===== src/rtl/loop_fetch_seq.sv =====
// Instruction-fetch sequencer: prologue, loop body repeated iter_total times, epilogue.
// Optional stall performance counter enabled by LOOP_FETCH_PERF_EN.
module loop_fetch_seq #(
  parameter int unsigned PRO_LEN  = 4,
  parameter int unsigned BODY_LEN = 18,
  parameter int unsigned EPI_LEN  = 2,
  parameter int unsigned CNT_W    = 19,
  parameter int unsigned ADDR_W   = 32
) (
  input  logic              clk,
  input  logic              reset,
  input  logic              start,
  input  logic [CNT_W-1:0]  iter_total,
  input  logic              advance,
  output logic [ADDR_W-1:0] fetch_addr,
  output logic              busy,
  output logic              done,
  output logic [CNT_W-1:0]  iter_cnt,
  output logic              in_body,
  output logic [31:0]       stall_cnt
);

  localparam int unsigned WW = ADDR_W - 2;
  localparam logic [WW-1:0] W_PRO_LAST   = WW'(PRO_LEN - 1);
  localparam logic [WW-1:0] W_BODY_FIRST = WW'(PRO_LEN);
  localparam logic [WW-1:0] W_BODY_LAST  = WW'(PRO_LEN + BODY_LEN - 1);
  localparam logic [WW-1:0] W_EPI_FIRST  = WW'(PRO_LEN + BODY_LEN);
  localparam logic [WW-1:0] W_EPI_LAST   = WW'(PRO_LEN + BODY_LEN + EPI_LEN - 1);
  localparam bit            HAS_EPI      = (EPI_LEN != 0);

  typedef enum logic [2:0] {
    S_IDLE = 3'd0,
    S_PRO  = 3'd1,
    S_BODY = 3'd2,
    S_EPI  = 3'd3,
    S_DONE = 3'd4
  } state_t;

  state_t           state, state_nxt;
  logic [WW-1:0]    w, w_nxt;
  logic [CNT_W-1:0] cnt_nxt, limit, limit_nxt, cnt_inc_c;
  logic             start_ok_c;
  logic             busy_nxt, done_nxt, in_body_nxt;

  assign start_ok_c = start && ((state == S_IDLE) || (state == S_DONE));
  // iter_cnt < limit whenever BODY is active, so the increment cannot wrap
  assign cnt_inc_c  = iter_cnt + CNT_W'(1);

  // State register together with the word index, counters and registered flags
  always_ff @(posedge clk or posedge reset) begin
    if (reset) begin
      state    <= S_IDLE;
      w        <= '0;
      iter_cnt <= '0;
      limit    <= '0;
      busy     <= 1'b0;
      done     <= 1'b0;
      in_body  <= 1'b0;
    end else begin
      state    <= state_nxt;
      w        <= w_nxt;
      iter_cnt <= cnt_nxt;
      limit    <= limit_nxt;
      busy     <= busy_nxt;
      done     <= done_nxt;
      in_body  <= in_body_nxt;
    end
  end

  // Next-state and word-index sequencing
  always_comb begin
    state_nxt = state;
    w_nxt     = w;
    cnt_nxt   = iter_cnt;
    limit_nxt = limit;
    case (state)
      S_IDLE, S_DONE: begin
        if (start_ok_c) begin
          limit_nxt = iter_total;
          w_nxt     = '0;
          cnt_nxt   = '0;
          state_nxt = S_PRO;
        end
      end
      S_PRO: begin
        if (advance) begin
          if (w < W_PRO_LAST) begin
            w_nxt = w + WW'(1);
          end else if (limit == '0) begin
            if (HAS_EPI) begin
              state_nxt = S_EPI;
              w_nxt     = W_EPI_FIRST;
            end else begin
              state_nxt = S_DONE;
            end
          end else begin
            state_nxt = S_BODY;
            w_nxt     = W_BODY_FIRST;
          end
        end
      end
      S_BODY: begin
        if (advance) begin
          if (w < W_BODY_LAST) begin
            w_nxt = w + WW'(1);
          end else begin
            cnt_nxt = cnt_inc_c;
            if (cnt_inc_c == limit) begin
              if (HAS_EPI) begin
                state_nxt = S_EPI;
                w_nxt     = W_EPI_FIRST;
              end else begin
                state_nxt = S_DONE;
              end
            end else begin
              w_nxt = W_BODY_FIRST;
            end
          end
        end
      end
      S_EPI: begin
        if (advance) begin
          if (w < W_EPI_LAST) begin
            w_nxt = w + WW'(1);
          end else begin
            state_nxt = S_DONE;
          end
        end
      end
      default: begin
        state_nxt = S_IDLE;
      end
    endcase
  end

  // Status flags decoded from the upcoming state so they register alongside it
  always_comb begin
    busy_nxt    = 1'b0;
    done_nxt    = 1'b0;
    in_body_nxt = 1'b0;
    case (state_nxt)
      S_PRO:   busy_nxt = 1'b1;
      S_BODY: begin
        busy_nxt    = 1'b1;
        in_body_nxt = 1'b1;
      end
      S_EPI:   busy_nxt = 1'b1;
      S_DONE:  done_nxt = 1'b1;
      default: busy_nxt = 1'b0;
    endcase
  end

  assign fetch_addr = {w, 2'b00};

`ifdef LOOP_FETCH_PERF_EN
  logic [31:0] stall_q;

  // Counts busy cycles without advance; saturates, and holds once busy drops
  always_ff @(posedge clk or posedge reset) begin
    if (reset) begin
      stall_q <= '0;
    end else if (start_ok_c) begin
      stall_q <= '0;
    end else if (busy && !advance && (stall_q != 32'hFFFF_FFFF)) begin
      stall_q <= stall_q + 32'd1;
    end
  end

  assign stall_cnt = stall_q;
`else
  assign stall_cnt = 32'd0;
`endif

endmodule

===== config.mk =====
export PLATFORM = sky130hd
export DESIGN_NAME = loop_fetch_seq
export DESIGN_NICKNAME = d
export VERILOG_FILES = /design/src/rtl/loop_fetch_seq.sv
export SDC_FILE = /design/constraint.sdc
export NUM_CORES = 1
export LEC_CHECK = 0
export ABC_CLOCK_PERIOD_IN_PS = 3400
export CELL_PAD_IN_SITES_DETAIL_PLACEMENT = 2
export CELL_PAD_IN_SITES_GLOBAL_PLACEMENT = 2
export CORE_MARGIN = 2
export CORE_UTILIZATION = 32
export DETAILED_ROUTE_END_ITERATION = 10
export PLACE_DENSITY_LB_ADDON = 0.12
export REMOVE_ABC_BUFFERS = 1
export SLEW_MARGIN = 15
export SYNTH_ARGS = -nofsm -noshare
export SYNTH_HDL_FRONTEND = slang
export SYNTH_SLANG_ARGS = --single-unit

===== constraint.sdc =====
create_clock -name clk -period 3.4 [get_ports clk]
set_input_delay 0.34 -clock clk [delete_from_list [all_inputs] [get_ports clk]]
set_output_delay 0.34 -clock clk [all_outputs]
set_load 0.005 [all_outputs]

==> results.cfg <==
[route]
vias = 3802
first_iter_violations = 175
drt-met1-wl_mm = 6.78
wl_per_cell_um = 19.8
routed_wl_mm = 14.1
top_layer_used = met4
drt-pass1-iter-count = 4
dr_wl_met2_mm = 6.50
ant_nets = 0
drc_errors = 0
vias_per_cell = 5.32
met3_length_um = 634

[floorplan]
row_count = 42
fp.coreArea_um2 = 13300
die_w_um = 121
die_area_um2 = 14800
die_h_um = 121
ioPinCount = 109
start_util = 0.331

[setup_path]
critPathKind = reg -> reg
arrival_ns = 3.11
critPathSlowestCell = dfrtp_1
crit_path_max_incr_delay_ns = 0.56
start_kind = flip-flop
critPathCaptureType = flip-flop
crit_fanout = 8
crit_chain = nand3_4 -> nor4_4 -> nand4_1 -> xnor2_1 -> nand4_1 -> nor4_2 -> o21bai_1
worstPathRequired_ns = 3.67
cpMostUsedCell = nand4_1

[layout]
diodes = 0
ff_latch_area_um2 = 1850
utilization = 0.408
fill_cells = 1482
drive_gt1_frac = 0.112
multi_input_area_um2 = 2290
fin_nets = 561
area_growth_pct = 23.4

[cts]
clkLatencyLatePin_ns = 0.35
clock-sinks = 74
root_buffer = clkbuf_16
htree_levels = 3
path_clk_slew_ns = 0.06
hold_buffers = 0
tritoncts = yes
postCtsResizedCells = 0
cts_buffers = 9
post_cts_buffers = 0
cts_buffer_depth = 2

[worst_hold_path]
hold_path.class = in -> async

[timing]
fmax_mhz = 353
slew_viol_final = 0
fin_ws_ns = 0.563
finalHoldViolCount = 0
min_period_ns = 2.84
max_slew_margin = 0.516
setup_viol = 0
fin_skew_ns = 0.00476
worst_pin_slew_ns = 0.720
setup_tns_ns = 0
rsz0062_at_grt = no
period_share = 0.834

[synth]
synthDistinctLibCells = 65
synth_fa_ha_area_frac = 0.00850
synth_area_leaders = dfrtp_1 (42%), buf_4 (6.3%), mux2_2 (4.8%), nor2_1 (4.8%), xnor2_1 (4.2%)
synthTopCellsByCount = dfrtp_1 (74), nor2_1 (57), buf_4 (37)
syn_avg_cell_area_um2 = 9.40
synthMuxAreaShare = 0.0530
syn_area_um2 = 4420
async_reset_ff_frac = 1.00
synth_top_family_by_area = simple AND/OR/NAND/NOR gates
synthCells = 470
ys_seq_elements = 74
synth_area_leader_cell = dfrtp_1
synth-xor-area-share = 0.0535
synth-compound-area-share = 0.139
synthFlopType = dfrtp_1
synthSimpleGateAreaFrac = 0.234
synth_most_common_cell = dfrtp_1
synth_edf_count = 0
synth-seq-area-share = 0.419
ys_warn_count = 0
synth_top_area_share = 0.419

[pwr]
p_per_area_nw_per_um2 = 646
totalPowerFinal_mw = 3.52
p_leak_nw = 2.28
peakVddDrop_v = 0.000228

[global_route]
grt_pass1_wl_mm = 23.3
first_global_vias = 4162
track_usage = 0.205
antenna_found_initial = 0
grt_start_max_net_pins = 29
overflow = 0

[placed_design]
place_congestion = 0.792
hpwl_mm = 10.1
io_buffers = 74
pre_cts_ws_ns = 0.557

[job]
drv_cap = 0

[run_status]
status = complete, no violations
[area by class of cell]
class,instances,share of cell area
multi-input cells,364,0.420
flip-flops and latches,74,0.340
repair buffers,80,0.144
clock buffers,12,0.0489
well taps,176,0.0404
inverters,6,0.00413
clock inverters,2,0.00230
[sequential cells by signal, indices dropped and copies added (netlist names)]
register and count:
in_body 1, done 1, busy 1, state 3, iter_cnt 19, limit 19, w 30
[critical path: cells and delay by family (launching register included)]
family,cells,cell delay [ns]
xor gates and xnor gates,1,0.30
AOI/OAI and AO/OA,1,0.19
DFF,1,0.56
and+or+nand+nor,5,1.70
[power breakdown]
part | switching [mW] | internal, mW
Clock | 0.385 | 0.545
Sequential | 0.289 | 1.07
Combinational | 0.655 | 0.584
Total | 1.33 | 2.19
[metal layers]
| layer | vias up | GRT usage |
|---|---|---|
| met4 | 0 | 0.0582 |
| met2 | 88 | 0.315 |
| li1 | 1759 | - |
| met5 | - | 0 |
| met1 | 1943 | 0.291 |
| met3 | 12 | 0.0451 |
[through the flow]
stage / area [µm²] / std cells / hold WS (ns)
2_1_floorplan: 4160 / 444 / 0.424
3_3_place_gp: 5170 / 700 / 0.518
3_5_place_dp: 5170 / 700 / 0.549
4_1_cts: 5450 / 714 / 0.393
5_1_grt: 5450 / 714 / 0.429
6_report: 5450 / 714 / 0.373
[cell families after synthesis]
group,Yosys count
XOR/XNOR,27
other,1
adder cells (fa/ha/maj),3
flip-flops,74
AND/OR/NAND/NOR,180
AO/OA/AOI/OAI,99
multiplexers,21
buffers and inverters,65
[final timing paths]
kind,from,to,slack [ns],cells after the start
worst max register to register,iter_cnt[2],w[4],0.56,7
worst min-delay path,reset,limit[8],0.37,2
min in group clk,limit[17],limit[17],0.56,1
worst min register to register,limit[17],limit[17],0.56,1
worst max-delay path,iter_cnt[2],w[4],0.56,7
max in group asynchronous,reset,w[25],2.23,3
[cell usage in the layout, fill, tap and decap left out, types with 2 or more instances in the layout]
cell type and n:
dfrtp_1 74, clkdlybuf4s50_1 74, nor2_1 57, conb_1 34, o21ai_0 27, nand2_1 24
a21oi_1 21, xnor2_1 21, mux2_2 19, nand3_1 16, a31oi_1 14, o31ai_1 14
and3_1 12, nor4_1 10, nand4_1 9, clkbuf_16 9, nor3_1 7, xor2_1 6
buf_4 6, nand2b_1 5, nor2b_1 4, o41ai_1 4, and2_1 4, inv_1 4
or3_1 3, nor4_4 3, or4_1 3, o21bai_1 3, o22ai_1 3, and4_1 3
ha_1 3, clkbuf_8 3, inv_2 2, nand3_4 2, or3_4 2, o31a_1 2
nand3b_1 2, mux2i_1 2
Power figures use the tool's default switching activity.
